--- src/rtl/core_pkg.sv ---
// Shared definitions for the 5-stage core: datapath widths, forward-select
// encodings and the layout of the ID/EX control word.
package core_pkg;

    localparam int XLEN = 32;
    localparam int RAW  = 5;
    localparam int CTLW = 10;

    // Operand source chosen by the EX stage for each register operand.
    typedef enum logic [1:0] {
        FWD_NONE = 2'b00,
        FWD_MEM  = 2'b01,
        FWD_WB   = 2'b10
    } fwd_sel_e;

    // Control portion of the ID/EX register; a bubble is this struct all zero.
    typedef struct packed {
        logic            valid;
        logic            regwrite;
        logic            memread;
        logic [RAW-1:0]  rd;
        logic [CTLW-1:0] ctl;
    } id_ex_ctl_t;

endpackage

--- src/rtl/hazard_fwd_unit.sv ---
// Combinational hazard logic for the ID stage: same-cycle writeback bypass,
// load-use detection and the forward selects that EX will use next cycle.
module hazard_fwd_unit
    import core_pkg::*;
#(
    parameter int XLEN = core_pkg::XLEN,
    parameter int RAW  = core_pkg::RAW
) (
    input  logic            id_valid,
    input  logic [RAW-1:0]  id_rs1,
    input  logic [RAW-1:0]  id_rs2,
    input  logic            id_use_rs1,
    input  logic            id_use_rs2,
    input  logic [XLEN-1:0] rf_dataA,
    input  logic [XLEN-1:0] rf_dataB,
    input  logic            wb_regwrite,
    input  logic [RAW-1:0]  wb_rd,
    input  logic [XLEN-1:0] wb_data,
    input  logic            mem_regwrite,
    input  logic [RAW-1:0]  mem_rd,
    input  logic            ex_valid,
    input  logic            ex_regwrite,
    input  logic            ex_memread,
    input  logic [RAW-1:0]  ex_rd,
    output logic [XLEN-1:0] opA,
    output logic [XLEN-1:0] opB,
    output logic            lu,
    output fwd_sel_e        fwdA,
    output fwd_sel_e        fwdB
);

    logic wb_hit_a, wb_hit_b;
    logic ex_wr, ex_hit_a, ex_hit_b;
    logic mem_wr, mem_hit_a, mem_hit_b;

    // The register file writes on the edge, so a same-cycle read is stale;
    // x0 is hardwired and never bypassed.
    assign wb_hit_a = wb_regwrite && (wb_rd != '0) && (wb_rd == id_rs1);
    assign wb_hit_b = wb_regwrite && (wb_rd != '0) && (wb_rd == id_rs2);
    assign opA      = wb_hit_a ? wb_data : rf_dataA;
    assign opB      = wb_hit_b ? wb_data : rf_dataB;

    // The instruction now in EX will sit in MEM when this one reaches EX.
    assign ex_wr     = ex_valid && ex_regwrite && (ex_rd != '0);
    assign ex_hit_a  = ex_wr && (ex_rd == id_rs1);
    assign ex_hit_b  = ex_wr && (ex_rd == id_rs2);
    assign mem_wr    = mem_regwrite && (mem_rd != '0);
    assign mem_hit_a = mem_wr && (mem_rd == id_rs1);
    assign mem_hit_b = mem_wr && (mem_rd == id_rs2);

    // Load data is not ready for EX next cycle, so a consumer must wait one.
    assign lu = id_valid && ex_valid && ex_memread && (ex_rd != '0) &&
                ((id_use_rs1 && (id_rs1 == ex_rd)) || (id_use_rs2 && (id_rs2 == ex_rd)));

    // Youngest producer wins: the EX-stage match beats the MEM-stage match.
    always_comb begin
        // NOTE: default first so every path assigns the outputs and no latch is inferred.
        fwdA = FWD_NONE;
        fwdB = FWD_NONE;
        if (ex_hit_a)       fwdA = FWD_MEM;
        else if (mem_hit_a) fwdA = FWD_WB;
        if (ex_hit_b)       fwdB = FWD_MEM;
        else if (mem_hit_b) fwdB = FWD_WB;
    end

endmodule

--- src/rtl/id_ex_stage.sv ---
// ID/EX pipeline register: captures decoded control, immediate and bypassed
// operands, inserts bubbles on load-use or flush, and counts those bubbles.
module id_ex_stage
    import core_pkg::*;
#(
    parameter int XLEN = core_pkg::XLEN,
    parameter int RAW  = core_pkg::RAW,
    parameter int CTLW = core_pkg::CTLW
) (
    input  logic            clk,
    input  logic            rst_n,
    input  logic            id_valid,
    input  logic [XLEN-1:0] id_pc,
    input  logic [RAW-1:0]  id_rs1,
    input  logic [RAW-1:0]  id_rs2,
    input  logic [RAW-1:0]  id_rd,
    input  logic            id_use_rs1,
    input  logic            id_use_rs2,
    input  logic            id_regwrite,
    input  logic            id_memread,
    input  logic [CTLW-1:0] id_ctl,
    input  logic [XLEN-1:0] id_imm,
    input  logic [XLEN-1:0] rf_dataA,
    input  logic [XLEN-1:0] rf_dataB,
    input  logic            wb_regwrite,
    input  logic [RAW-1:0]  wb_rd,
    input  logic [XLEN-1:0] wb_data,
    input  logic            mem_regwrite,
    input  logic [RAW-1:0]  mem_rd,
    input  logic            flush,
    input  logic            hold,
    output logic            stall_id,
    output logic            ex_valid,
    output logic            ex_regwrite,
    output logic            ex_memread,
    output logic [XLEN-1:0] ex_pc,
    output logic [XLEN-1:0] ex_imm,
    output logic [XLEN-1:0] ex_opA,
    output logic [XLEN-1:0] ex_opB,
    output logic [RAW-1:0]  ex_rd,
    output logic [CTLW-1:0] ex_ctl,
    output logic [1:0]      ex_fwdA,
    output logic [1:0]      ex_fwdB,
    output logic [15:0]     bubble_cnt
);

    logic [XLEN-1:0] op_a, op_b;
    logic            lu;
    fwd_sel_e        fwd_a, fwd_b;
    fwd_sel_e        fwd_a_q, fwd_b_q;
    logic            update, take_bubble, count_bubble;

    hazard_fwd_unit #(.XLEN(XLEN), .RAW(RAW)) u_hazard (
        .id_valid    (id_valid),
        .id_rs1      (id_rs1),
        .id_rs2      (id_rs2),
        .id_use_rs1  (id_use_rs1),
        .id_use_rs2  (id_use_rs2),
        .rf_dataA    (rf_dataA),
        .rf_dataB    (rf_dataB),
        .wb_regwrite (wb_regwrite),
        .wb_rd       (wb_rd),
        .wb_data     (wb_data),
        .mem_regwrite(mem_regwrite),
        .mem_rd      (mem_rd),
        .ex_valid    (ex_valid),
        .ex_regwrite (ex_regwrite),
        .ex_memread  (ex_memread),
        .ex_rd       (ex_rd),
        .opA         (op_a),
        .opB         (op_b),
        .lu          (lu),
        .fwdA        (fwd_a),
        .fwdB        (fwd_b)
    );

    // A flush kills the stalled instruction anyway, so it never also stalls.
    assign stall_id = lu && !flush;

    // Flush overrides hold; otherwise hold freezes everything, including the count.
    assign update       = flush || !hold;
    assign take_bubble  = flush || lu || !id_valid;
    assign count_bubble = flush || (!hold && lu);

    assign ex_fwdA = fwd_a_q;
    assign ex_fwdB = fwd_b_q;

    // ID/EX register and saturating bubble counter.
    always_ff @(posedge clk or negedge rst_n) begin
        if (!rst_n) begin
            // NOTE: non-blocking assignments for all state so every register samples pre-edge values.
            ex_valid    <= 1'b0;
            ex_regwrite <= 1'b0;
            ex_memread  <= 1'b0;
            ex_pc       <= '0;
            ex_imm      <= '0;
            ex_opA      <= '0;
            ex_opB      <= '0;
            ex_rd       <= '0;
            ex_ctl      <= '0;
            fwd_a_q     <= FWD_NONE;
            fwd_b_q     <= FWD_NONE;
            bubble_cnt  <= '0;
        end else if (update) begin
            if (take_bubble) begin
                ex_valid    <= 1'b0;
                ex_regwrite <= 1'b0;
                ex_memread  <= 1'b0;
                ex_pc       <= '0;
                ex_imm      <= '0;
                ex_opA      <= '0;
                ex_opB      <= '0;
                ex_rd       <= '0;
                ex_ctl      <= '0;
                fwd_a_q     <= FWD_NONE;
                fwd_b_q     <= FWD_NONE;
            end else begin
                ex_valid    <= 1'b1;
                ex_regwrite <= id_regwrite;
                ex_memread  <= id_memread;
                ex_pc       <= id_pc;
                ex_imm      <= id_imm;
                ex_opA      <= op_a;
                ex_opB      <= op_b;
                ex_rd       <= id_rd;
                ex_ctl      <= id_ctl;
                fwd_a_q     <= fwd_a;
                fwd_b_q     <= fwd_b;
            end
            if (count_bubble && (bubble_cnt != 16'hFFFF))
                bubble_cnt <= bubble_cnt + 16'd1;
        end
    end

endmodule

--- config.mk ---
export PLATFORM = sky130hd
export DESIGN_NAME = id_ex_stage
export DESIGN_NICKNAME = d
export VERILOG_FILES = /design/src/rtl/core_pkg.sv /design/src/rtl/hazard_fwd_unit.sv /design/src/rtl/id_ex_stage.sv
export SDC_FILE = /design/constraint.sdc
export NUM_CORES = 1
export LEC_CHECK = 0
export CORE_MARGIN = 3
export CORE_UTILIZATION = 34
export DETAILED_ROUTE_END_ITERATION = 8
export DONT_BUFFER_PORTS = 1
export GPL_ROUTABILITY_DRIVEN = 0
export MAX_ROUTING_LAYER = met4
export PLACE_DENSITY = 0.58
export SLEW_MARGIN = 20
export SYNTH_ARGS = -nofsm -noshare
export SYNTH_HDL_FRONTEND = slang
export SYNTH_SLANG_ARGS = --single-unit
--- constraint.sdc ---
create_clock -name clk -period 2.2 [get_ports clk]
set_input_delay 0.44 -clock clk [delete_from_list [all_inputs] [get_ports clk]]
set_output_delay 0.44 -clock clk [all_outputs]
set_load 0.005 [all_outputs]
# Word-level counts from Yosys, hierarchy flattened
# Index checks and enable logic that the tools add are counted.
# word_totals
out_inout_bits	167
reg_bits	166
input_bits	206
elab_cells	70
# classes
reduce_logical	31
n_mux	17
eq_ne	9
addsub	1
# op_table
operator	n
$mux W32	6
$eq A5 B5 Y1	8
$logic_and A1 B1 Y1	19
$add A16 B1 Y16 const B	1
$ne A16 B16 Y1 const B	1
$reduce_bool A5 Y1	3
$mux W2	6
$mux W10	1
$logic_or A1 B1 Y1	5
$mux W5	1
$logic_not A1 Y1	3
$mux W1	3
$reduce_and A2 Y1	1

# Logic depth before layout (Yosys ltp)
# Gate-level depths: netlist of run 1.
# logic_depth
depth_word	8
depth_mapped	10
ltp_nobuf	8

# Modules after synthesis
# Synthesis of run 1 repeated with hierarchy kept, for this count alone.
# hier_totals
hier_cells	537
area_unflattened_um2	7561.0
# by_module_without_submodules
mod	seq_area_each_um2	n_inst	cells_each	area_each_um2
id_ex_stage	4154.0	1	407	6054.6
hazard_fwd_unit	0.0	1	130	1506.4

# Worst setup path after synthesis of run 1
# Ideal clock, no wire load.
# synth_path
path_kind	register -> register
from	register bubble_cnt[0]
to	register bubble_cnt[15]
path_buffers	2
setup_slack_ns	0.350
setup_time_ns	0.080
arrival_time_ns	1.770
period_less_slack_ns	1.850
required_ns	2.120
path_stages_with_launch	11
cell_sequence	dfrtp_1 ha_1 nand2_1 nor2_2 and3_1 nand2b_1 a21bo_1 buf_6 buf_8 nand3b_1 xnor2_1
# synth_between
elab_chain_cells	3
elab_cells_between_ends	4
cone_classes	add/sub (1); eq/ne (1); reduce/logical (2)
# synth_rtl
item	line_no	source
start: declaration	id_ex_stage.sv:44	output logic [15:0] bubble_cnt
start signal: assignment	id_ex_stage.sv:131	bubble_cnt <= bubble_cnt + 16'd1;
branches (longest 3 deep; another with $add A16 B1 Y16)	-	
# Several ways; the timed one is not identified.
# A chain may end at the register's enable or synchronous reset.

# Worst setup path after layout of run 1
# layout_path
from	register ex_rd[0]
to	output stall_id
# layout_between
elab_chain_cells	5
elab_cells_between_ends	9
cone_classes	eq/ne (2); reduce/logical (7)
# layout_rtl
item	line_no	source
start: declaration	id_ex_stage.sv:40	output logic [RAW-1:0] ex_rd,
start signal: assignment	id_ex_stage.sv:125	ex_rd <= id_rd;
$eq A5 B5 Y1	hazard_fwd_unit.sv:53	((id_use_rs1 && (id_rs1 == ex_rd)) || (id_use_rs2 && (id_rs2 == ex_rd)));
$logic_and A1 B1 Y1	hazard_fwd_unit.sv:53	
$logic_or A1 B1 Y1	hazard_fwd_unit.sv:53	
$logic_and A1 B1 Y1 (*)	hazard_fwd_unit.sv:52	assign lu = id_valid && ex_valid && ex_memread && (ex_rd != '0) &&
$logic_and A1 B1 Y1 (*)	id_ex_stage.sv:78	assign stall_id = lu && !flush;
end: declaration	id_ex_stage.sv:32	output logic stall_id,
# Every way passes the cells marked *; elsewhere a longest branch is shown, timed or not.

==> run metrics, run 1 <==
status=finished, violations left; failing checks=negative hold slack; fmax=459 MHz; WS Path Type=reg -> out; unrepaired setup endpoints after global routing=yes; DRC viols=0; HPWL after DPL=15500 um; Syn. warnings=0; max-capacitance violation count=0; CP delay by family, top=simple AND/OR/NAND/NOR gates; Core Footprint=0.0206 sq mm; worst path required time=roughly 1.8 ns; total power=6.82 mW; CTS buffer count=17; gr ovfl total=0; CP Launch Type=flop; Via density=5.41; crit-path cells=xnor2_2, nand3_1, nor3_2, a22o_2, nand2b_4, nor2_4; Post-Syn Area=0.00722 sq mm; most frequent cells in the layout=dfrtp_1, a22o_1, nand2_1; Final min period=2.18 ns; htree depth=4; area grow syn2layout=13.1%; max incr delay on CP=roughly 0.47 ns; clk_lat worst skew=~0.42 ns; global-route wire length before repair=a little under 30000 um; CP Buf/Inv Count=0; number of clock sinks=roughly 170; Buffers on Ports=0; syn_area_per_cell=12.1 sq um; worst r2r src=ex_rd[0]; element type at the critical path end=output pin; Design Area, Final=a little over 0.008 sq mm; worst slew pin tran=around 0.58 ns; Post-Layout Cell Count=887; CP max FO=4; Static Leak=3.53 nW; fin crit share=0.989; Synth async-reset ratio=1.00; Pwr per Cell Area=836 mW/mm^2; IO Count=373; total number of vias=4799; Synth top area share=0.575; R2R Setup Slk=0.15 ns; antenna violations before repair=1; GR Util All Layers=0.176; fillers=slightly below 2000; Syn Nets=about 800; CP max stage cell=dfrtp_2; Yosys top cell by area=dfrtp_1; largest net degree at the start of global routing=167; Hold Path Class=in -> async; Reg clk slew, reported paths=0.08 ns; Routed WL=21000 um; Seq/Total Area, Yosys=0.575; Slew headroom=0.614; Core Rows=52; endpoints failing setup=0; dpl cell area=~0.0075 sq mm; TritonRoute pass-1 iters=4; final core utilization=0.397; CTS max path bufs=2; worst r2r path cells=8; clk root buf=clkbuf_16; Die Height=152 um; DIE AREA=0.0230 sq mm; Arr. time, crit path=1.74 ns; CTS tree=yes; IR drop worst, VDD=roughly 0.00040 V; DR iter-0 viols=roughly 200; DP Cell Count=851; most common cell after layout, fill and taps aside=dfrtp_1; endpoints failing hold=~170; clock skew=between 0.01 and 0.015 ns; share of cells above drive strength 1=0.133; vias in the first global route=5005; Seq cells post-synth=between 150 and 200; cell count after synthesis=597; Yosys cell types=36; r2r endpoint=ex_pc[27]; ys flop type=dfrtp_1; DRT antenna net count=0; average wire per standard cell=23.7 um; Die Width=152 um; Starting Density=0.351; final slew viol count=0; Final nets=810; final hold slack=-0.285 ns; Synth area leaders=dfrtp_1, a22o_1, mux2i_1; Post-synth EDFFs=0
[worst max path at each step]
stage                              from        endpoint  slack, ns  cells past startpoint
final                          ex_rd[0]        stall_id       0.02                      6
after global routing           ex_rd[0]        stall_id      -0.06                      6
after CTS                      ex_rd[0]        stall_id      0.005                      6
after detailed placement      id_rs1[2]      ex_opA[16]      -0.07                      7
after global placement        id_rs1[0]      ex_opA[28]      -0.28                      6
after floorplan           bubble_cnt[0]  bubble_cnt[15]       0.35                     10
[sequential cells by signal, summed over array words and instances, names as in the netlist]
name	count
ex_fwdA	2
ex_imm	32
ex_fwdB	2
ex_pc	32
ex_rd	5
ex_memread	1
bubble_cnt	16
ex_ctl	10
ex_opA	32
ex_opB	32
ex_valid	1
ex_regwrite	1
[report_power, final]
group          total [mW]  leakage (nW)  switching (mW)  internal, mW
registers            3.37          2.25           0.157          3.22
logic               0.581          1.01           0.301         0.279
clock network        2.87         0.270            1.36          1.51
total                6.82          3.53            1.82          5.00
[cell usage after synthesis (4+ instances only)]
cell type,instances
nand3_1,10
nand4_1,8
nand2_1,77
a22o_1,81
and3_1,6
buf_6,16
o21ai_0,47
mux2i_1,64
dfrtp_1,166
nor2_1,4
xnor2_1,30
nor3_1,4
xor2_1,15
o21ai_1,20
clkbuf_1,22
[stage by stage]
stage	TNS (ns)	hold WS (ns)	setup WS, ns
3_5_place_dp	-0.647	0.151	-0.0746
2_1_floorplan	0	0.144	0.350
3_3_place_gp	-6.29	0.150	-0.282
6_report	0	-0.285	0.0231
4_1_cts	0	-0.305	0.00484
5_1_grt	-0.0609	-0.318	-0.0609
[worst register-to-register path: cells and delay by family (launching register included)]
family | cells | cell delay, ns
simple gates | 4 | 0.61
compound gates | 2 | 0.53
flops | 1 | 0.47
buf+inv | 1 | 0.19
xor+xnor | 1 | 0.14
[layer usage]
metal  vias to the layer above  share of wire  routed length [um]  global-route usage
li1                       2154              -                   -                   -
met5                         -              0                   0                   -
met3                        21           0.12                2560              0.0744
met1                      2339           0.36                7500               0.190
met2                       285           0.50               10500               0.294
met4                         0          0.021                 450              0.0571
[cell type report]
type | count | area [sq um] | share of cell area
sequential | 166 | 4160 | 0.509
antenna | 1 | 2.50 | 0.000306
clock buffer | 18 | 429 | 0.0526
multi-input combinational | 390 | 2820 | 0.345
clock inverter | 14 | 135 | 0.0165
tap | 270 | 338 | 0.0414
timing repair buffer | 28 | 285 | 0.0349
[logic make-up (layout without fill, tap and decap cells)]
kind of cell,after synthesis,in the layout,synth area share
xor+xnor,45,45,0.0546
compound gates,153,153,0.151
simple gates,126,126,0.0877
flops,166,166,0.575
mux,65,65,0.0903
other cells,0,1,0
fa+ha+maj,1,1,0.00173
buf+inv,41,60,0.0398
[timing repair]
action / in CTS / in global routing
setup buffers: 2 / 1
gates resized for setup: 6 / 4
hold endpoints to repair: 166 / 166
pin swaps: 3 / 4
setup endpoints to repair: 1 / 14
No activity file was read; power rests on OpenSTA's default activity.
==> inputs of run 2 (changes only) <==
--- a/config.mk
+++ b/config.mk
@@ -5,6 +5,7 @@
 export SDC_FILE = /design/constraint.sdc
 export NUM_CORES = 1
 export LEC_CHECK = 0
+export ABC_AREA = 1
 export CORE_MARGIN = 3
 export CORE_UTILIZATION = 34
 export DETAILED_ROUTE_END_ITERATION = 8
==> run 2 against run 1 <==
The flow still finishes with violations (negative hold slack). Non-clock buffer count fell by 8. Critical path type unchanged. Total power is 2.7% higher. Register-to-register slack improved by 0.13 ns. Fmax up 6.2%. Global-route usage increased by 2.6 points. Hold slack worse by 0.0061 ns. Largest cell class unchanged. Critical path depth rose by 1. Flip-flop and latch count is the same. Routed wire length grew 33%.
==> run metrics, run 2 <==
status=finished, violations left; failing checks=negative hold slack; CP Launch Type=flop; endpoints failing hold=166 (unchanged); DRC viols=0 (unchanged); total power=7.01 mW (+2.7%); share of cells above drive strength 1=0.0681 (-0.0650); worst slew pin tran=0.779 ns (+0.204 ns); final core utilization=0.385 (-0.0119); antenna violations before repair=0 (-1); average wire per standard cell=20.1 um (-15%); Synth top area share=0.487 (-0.0885); TritonRoute pass-1 iters=5 (+1); antenna fix cells=0 (-1); max-capacitance violation count=0 (unchanged); Via density=5.41 (about the same); switch share=0.291 (+0.0243); Hold Path Class=in -> async; Buffers on Ports=0 (unchanged); total number of vias=7547 (+57%); DIE AREA=0.0270 sq mm (+17%); fin crit share=0.932 (-0.0574); GR Util All Layers=0.202 (+0.0262); Syn Nets=1312 (+63%); number of clock sinks=166 (unchanged); most instantiated cells after synthesis=nand2_1, dfrtp_1, nand4_1; Routed WL=28100 um (+33%); gr ovfl total=0 (unchanged); worst path required time=1.76 ns (about the same); Comb power frac=0.090 (+0.005); Final nets=1266 (+56%); endpoints failing setup=0 (unchanged); Core Rows=57 (+9.6%); IR drop worst, VDD=0.000407 V (+3.0%); Yosys top cell by area=dfrtp_1; internal power=4.97 mW (-0.69%); HPWL after DPL=18800 um (+21%); most frequent cells in the layout=nand2_1, dfrtp_1, nand4_1; top-count cell post-synth=nand2_1; ys flop type=dfrtp_1; syn_area_per_cell=7.72 sq um (-36%); Design Area, Final=0.00943 sq mm (+15%); Die Height=164 um (+8.4%); DR iter-0 viols=592 (+200%); Seq pwr share=0.476 (-0.018); clock skew=0.0279 ns (+0.0146 ns); htree depth=4 (unchanged); Core Footprint=0.0245 sq mm (+19%); Arr. time, crit path=1.61 ns (-0.13 ns); Final min period=2.05 ns (-0.126 ns); IO Count=373 (unchanged); Reg clk slew, reported paths=0.08 ns (about the same); Static Leak=4.96 nW (+41%); Starting Density=0.349 (-0.00233); CTS buffer count=17 (unchanged); Seq/Total Area, Yosys=0.487 (-0.0885); Syn. warnings=0 (unchanged); unrepaired setup endpoints after global routing=no; post-route setup TNS=0 ns (unchanged); Seq cells post-synth=166 (unchanged); final slew viol count=0 (unchanged); Synth async-reset ratio=1.00 (unchanged); DRT antenna net count=0 (unchanged); Clock Power Share=0.434 (+0.013); Post-Syn Area=0.00854 sq mm (+18%); largest net degree at the start of global routing=167 (unchanged); Yosys cell types=24 (-33%); Switch Pwr=2.04 mW (+12%); global-route wire length before repair=41700 um (+40%); fmax=488 MHz (+6.2%); final hold slack=-0.292 ns (-0.00610 ns); WS Path Type=reg -> out; Slew headroom=0.480 (-0.133); dpl cell area=0.00880 sq mm (+17%); Synth area leaders=dfrtp_1, nand2_1, nand4_1; Post-synth EDFFs=0 (unchanged); clk root buf=clkbuf_16; Die Width=164 um (+8.4%); Pwr per Cell Area=744 mW/mm^2 (-11%); CP max FO=6 (+2); clk_lat worst skew=0.43 ns (about the same); area grow syn2layout=10.4%; most common cell after layout, fill and taps aside=nand2_1; vias in the first global route=7271 (+45%); R2R Setup Slk=0.28 ns (+0.13 ns); CTS max path bufs=2 (unchanged); element type at the critical path end=output pin; cell count after synthesis=1105 (+85%); CTS tree=yes
-- run 2: cell types whose count changed after synthesis, moves of 6 or more --
| cell | before | now |
|---|---|---|
| buf_2 | 2 | 18 |
| inv_1 | 0 | 22 |
| mux2i_1 | 64 | 0 |
| xnor2_1 | 30 | 18 |
| nor2_1 | 4 | 26 |
| o21ai_1 | 20 | 1 |
| nand4_1 | 8 | 152 |
| o21ai_0 | 47 | 1 |
| and3_1 | 6 | 0 |
| nand2_1 | 77 | 503 |
| clkbuf_1 | 22 | 50 |
| nand3_1 | 10 | 92 |
| a22o_1 | 81 | 0 |
-- run 2: final timing paths --
kind / from / to / cells after the start
max: ex_rd[3] / stall_id / 7
min in group clk: id_imm[10] / ex_imm[10] / 2
min: rst_n / ex_opA[31] / 0
min reg2reg: ex_opA[11] / ex_opA[11] / 2
max reg2reg: ex_rd[3] / ex_pc[16] / 9
max in group asynchronous: rst_n / ex_memread / 0
-- run 2: per-stage QoR --
stage	cells	worst slack, ns
5_1_grt	1396	0.0282
3_5_place_dp	1362	0.0167
6_report	1396	0.149
2_1_floorplan	1105	0.413
3_3_place_gp	1362	0.0576
4_1_cts	1394	0.00516
-- run 2: logic make-up after synthesis --
group | Yosys count | synth area share
buffers and inverters | 110 | 0.0611
adders and majority gates | 1 | 0.00147
AOI/OAI and AO/OA | 3 | 0.00220
xor gates and xnor gates | 37 | 0.0380
DFF | 166 | 0.487
and+or+nand+nor | 788 | 0.411
-- run 2: power by group through the flow --
stage	Sequential, mW	Clock [mW]	Combinational (mW)
2_1_floorplan	3.35	0	0.461
3_3_place_gp	3.39	0	0.621
3_5_place_dp	3.39	0	0.633
4_1_cts	3.34	3.14	0.633
5_1_grt	3.35	3.28	0.704
6_report	3.33	3.04	0.633
-- run 2: cell type report --
type	instances	area, sq um
Inverter	25	98.8
Clock buffer	18	439
Timing Repair Buffer	20	275
Fill cell	2550	15000
Sequential cell	166	4160
Tap cell	324	405
Multi-Input combinational cell	829	3880
Clock inverter	14	161
-- run 2: worst max-delay path, stage by stage (launching register included) --
cell and delay, ns:
dfrtp_2 0.46, nand2_1 0.09, nand2_1 0.05, nor2_1 0.17, nand4_1 0.11, nand2_1 0.12
nand2_4 0.07, nor2_1 0.13
-- run 2: routing by layer --
layer,GRT usage,up-vias,wire [um],share of wire
met5,-,-,0,0
met4,0.0480,0,427,0.015
met3,0.0720,28,3080,0.11
met2,0.328,360,13400,0.48
met1,0.242,3594,11200,0.40
li1,-,3565,-,-
-- run 2: what timing repair did --
action                     4_1_cts  5_1_grt
setup endpoints to repair        1       17
hold endpoints to repair       166      166
pin swaps                        0        1
setup buffers                    0        2
resized for setup                5        1
==> inputs of run 3 (changes only) <==
--- a/config.mk
+++ b/config.mk
@@ -6,6 +6,7 @@
 export NUM_CORES = 1
 export LEC_CHECK = 0
 export ABC_AREA = 1
+export ABC_CLOCK_PERIOD_IN_PS = 2200
 export CORE_MARGIN = 3
 export CORE_UTILIZATION = 34
 export DETAILED_ROUTE_END_ITERATION = 8
==> constraint.sdc (replaced) <==
create_clock -name clk -period 2.2 [get_ports clk]
set_input_delay 0.33 -clock clk [delete_from_list [all_inputs] [get_ports clk]]
set_output_delay 0.33 -clock clk [all_outputs]
set_load 0.005 [all_outputs]
==> run 3 against run 2 <==
The flow still finishes with violations (negative hold slack). Cell area down 0.77%. Cell count about the same. Hold slack lost 0.11 ns. Critical path depth is 1 higher. Sequential power is essentially flat. Clock power fell by 1%. Critical path type unchanged. Largest cell class unchanged.
==> run metrics, run 3 (synthesis results as in run 2) <==
post-route setup TNS=0 ns (unchanged); final slew viol count=0 (unchanged); worst r2r path cells=9 (unchanged); final hold slack=-0.403 ns (-0.112 ns); antenna fix cells=0 (unchanged); CTS max path bufs=2 (unchanged); Die Width=164 um (unchanged); CTS buffer count=17 (unchanged); area grow syn2layout=9.57%; htree depth=4 (unchanged); Hold Path Class=in -> async; element type at the critical path end=output pin; gr ovfl total=0 (unchanged); Starting Density=0.349 (unchanged); clk root buf=clkbuf_16; Via density=5.44 (+0.64%); unrepaired setup endpoints after global routing=no; Slew headroom=0.548 (+0.0675); max-capacitance violation count=0 (unchanged); Top Usage Layer GRT=met2; IR drop worst, VDD=0.000415 V (+2.0%); DR iter-0 viols=630 (+6.4%); endpoints failing hold=166 (unchanged); total number of vias=7601 (+0.72%); Die Height=164 um (unchanged); worst slew pin tran=0.678 ns (-0.101 ns); grt met1 use=0.255 (+0.0132); worst r2r src=bubble_cnt[1]; share of cells above drive strength 1=0.0699 (+0.00180); average wire per standard cell=20.2 um (+0.27%); Arr. time, crit path=1.66 ns (+0.05 ns); vias in the first global route=7311 (+0.55%); fillers=2537 (-0.51%); Design Area, Final=0.00935 sq mm (-0.77%); fmax=503 MHz (+3.2%); CP max stage cell=dfrtp_2; fin crit share=0.903 (-0.0287); worst path required time=1.87 ns (+0.11 ns); most frequent cells in the layout=nand2_1, dfrtp_1, nand4_1; launch point of the critical path=ex_rd[1]; largest net degree at the start of global routing=167 (unchanged); Buffers on Ports=0 (unchanged); Reg clk slew, reported paths=0.07 ns (about the same); GR Util All Layers=0.206 (+0.00461); most used cell, CP=nand2_1; Final nets=1267 (+0.079%); global-route wire length before repair=42600 um (+2.1%); status=finished, violations left; TritonRoute pass-1 iters=5 (unchanged); crit-path cells=inv_1, nand2_1, nand2_1, nor2_2, nand4_1, nand2_1, nand2_4, nor2_1; CP max FO=10 (+4); Multi-input gate area=0.00389 sq mm (+0.13%); clk_lat worst skew=0.43 ns (about the same); endpoints failing setup=0 (unchanged); clock skew=0.0209 ns (-0.00701 ns); max incr delay on CP=0.42 ns (-0.04 ns); CP Launch Type=flop; M2 GR Usage=0.324 (-0.00395); number of clock sinks=166 (unchanged); failing checks=negative hold slack; GR Layer Usage met3=0.0755 (+0.00351); Pwr per Cell Area=742 mW/mm^2 (-0.21%); Static Leak=4.94 nW (-0.55%); HPWL after DPL=18800 um (about the same); IO Count=373 (unchanged); Core Rows=57 (unchanged); Core Footprint=0.0245 sq mm (unchanged); DRT antenna net count=0 (unchanged); Final min period=1.99 ns (-0.0632 ns); Routed WL=28200 um (+0.35%); most common cell after layout, fill and taps aside=nand2_1; WS Path Type=reg -> out; DRC viols=0 (unchanged); DIE AREA=0.0270 sq mm (unchanged); antenna violations before repair=0 (unchanged); Reg area=0.00416 sq mm (unchanged); dpl cell area=0.00873 sq mm (-0.80%); CTS tree=yes
## run 3: cell types whose count changed in the layout (fill, tap and decap cells not counted), sizes merged
| cell | before | now |
|---|---|---|
| inv | 31 | 36 |
| clkinv | 7 | 2 |
| buf | 20 | 21 |
## run 3: path summary, 6_finish.rpt
kind | endpoint | slack [ns]
worst max register to register | bubble_cnt[12] | 0.24
worst min-delay path | ex_opA[5] | -0.40
max in group asynchronous | ex_rd[0] | 2.11
worst max-delay path | stall_id | 0.21
min in group clk | ex_imm[18] | 0.04
worst min register to register | ex_opA[8] | 0.51
## run 3: critical path, delay by kind of cell, from the launching register on
| family | cells | cell delay [ns] |
|---|---|---|
| DFF | 1 | 0.42 |
| buffers and inverters | 1 | 0.09 |
| and+or+nand+nor | 7 | 0.72 |
## run 3: repair_timing
| action | CTS | global route |
|---|---|---|
| pin swaps | 0 | 1 |
| setup endpoints to repair | 9 | 1 |
| gates resized for setup | 1 | 7 |
| endpoints found under the hold margin | 166 | 166 |
| setup buffers | 0 | 4 |
## run 3: per-layer routing
| layer | part of all wire | vias to the layer above |
|---|---|---|
| met3 | 0.11 | 30 |
| met4 | 0.016 | 0 |
| met1 | 0.40 | 3643 |
| met5 | 0 | - |
| li1 | - | 3567 |
| met2 | 0.47 | 361 |
## run 3: stage by stage
stage	std cells	utilization	worst slack (ns)	total power [mW]
after global placement	1361	0.357	0.0425	4.00
final	1397	0.382	0.213	6.94
after CTS	1393	0.381	0.0734	7.05
after detailed placement	1361	0.357	0.00365	4.01
after global routing	1397	0.382	0.0324	7.30
after floorplan	1105	-	0.504	3.81
## run 3: final cells by class
type,count,share of cell area
flip-flops and latches,166,0.445
multi-input cells,829,0.416
clock buffers,18,0.0459
well taps,324,0.0433
repair buffers,21,0.0235
clock inverters,14,0.0159
inverters,25,0.0106
## run 3: power breakdown
part / total [mW] / leakage (nW) / switching, mW / internal [mW]
Combinational: 0.606 / 2.40 / 0.405 / 0.201
Sequential: 3.34 / 2.26 / 0.154 / 3.19
Clock: 3.00 / 0.282 / 1.47 / 1.53
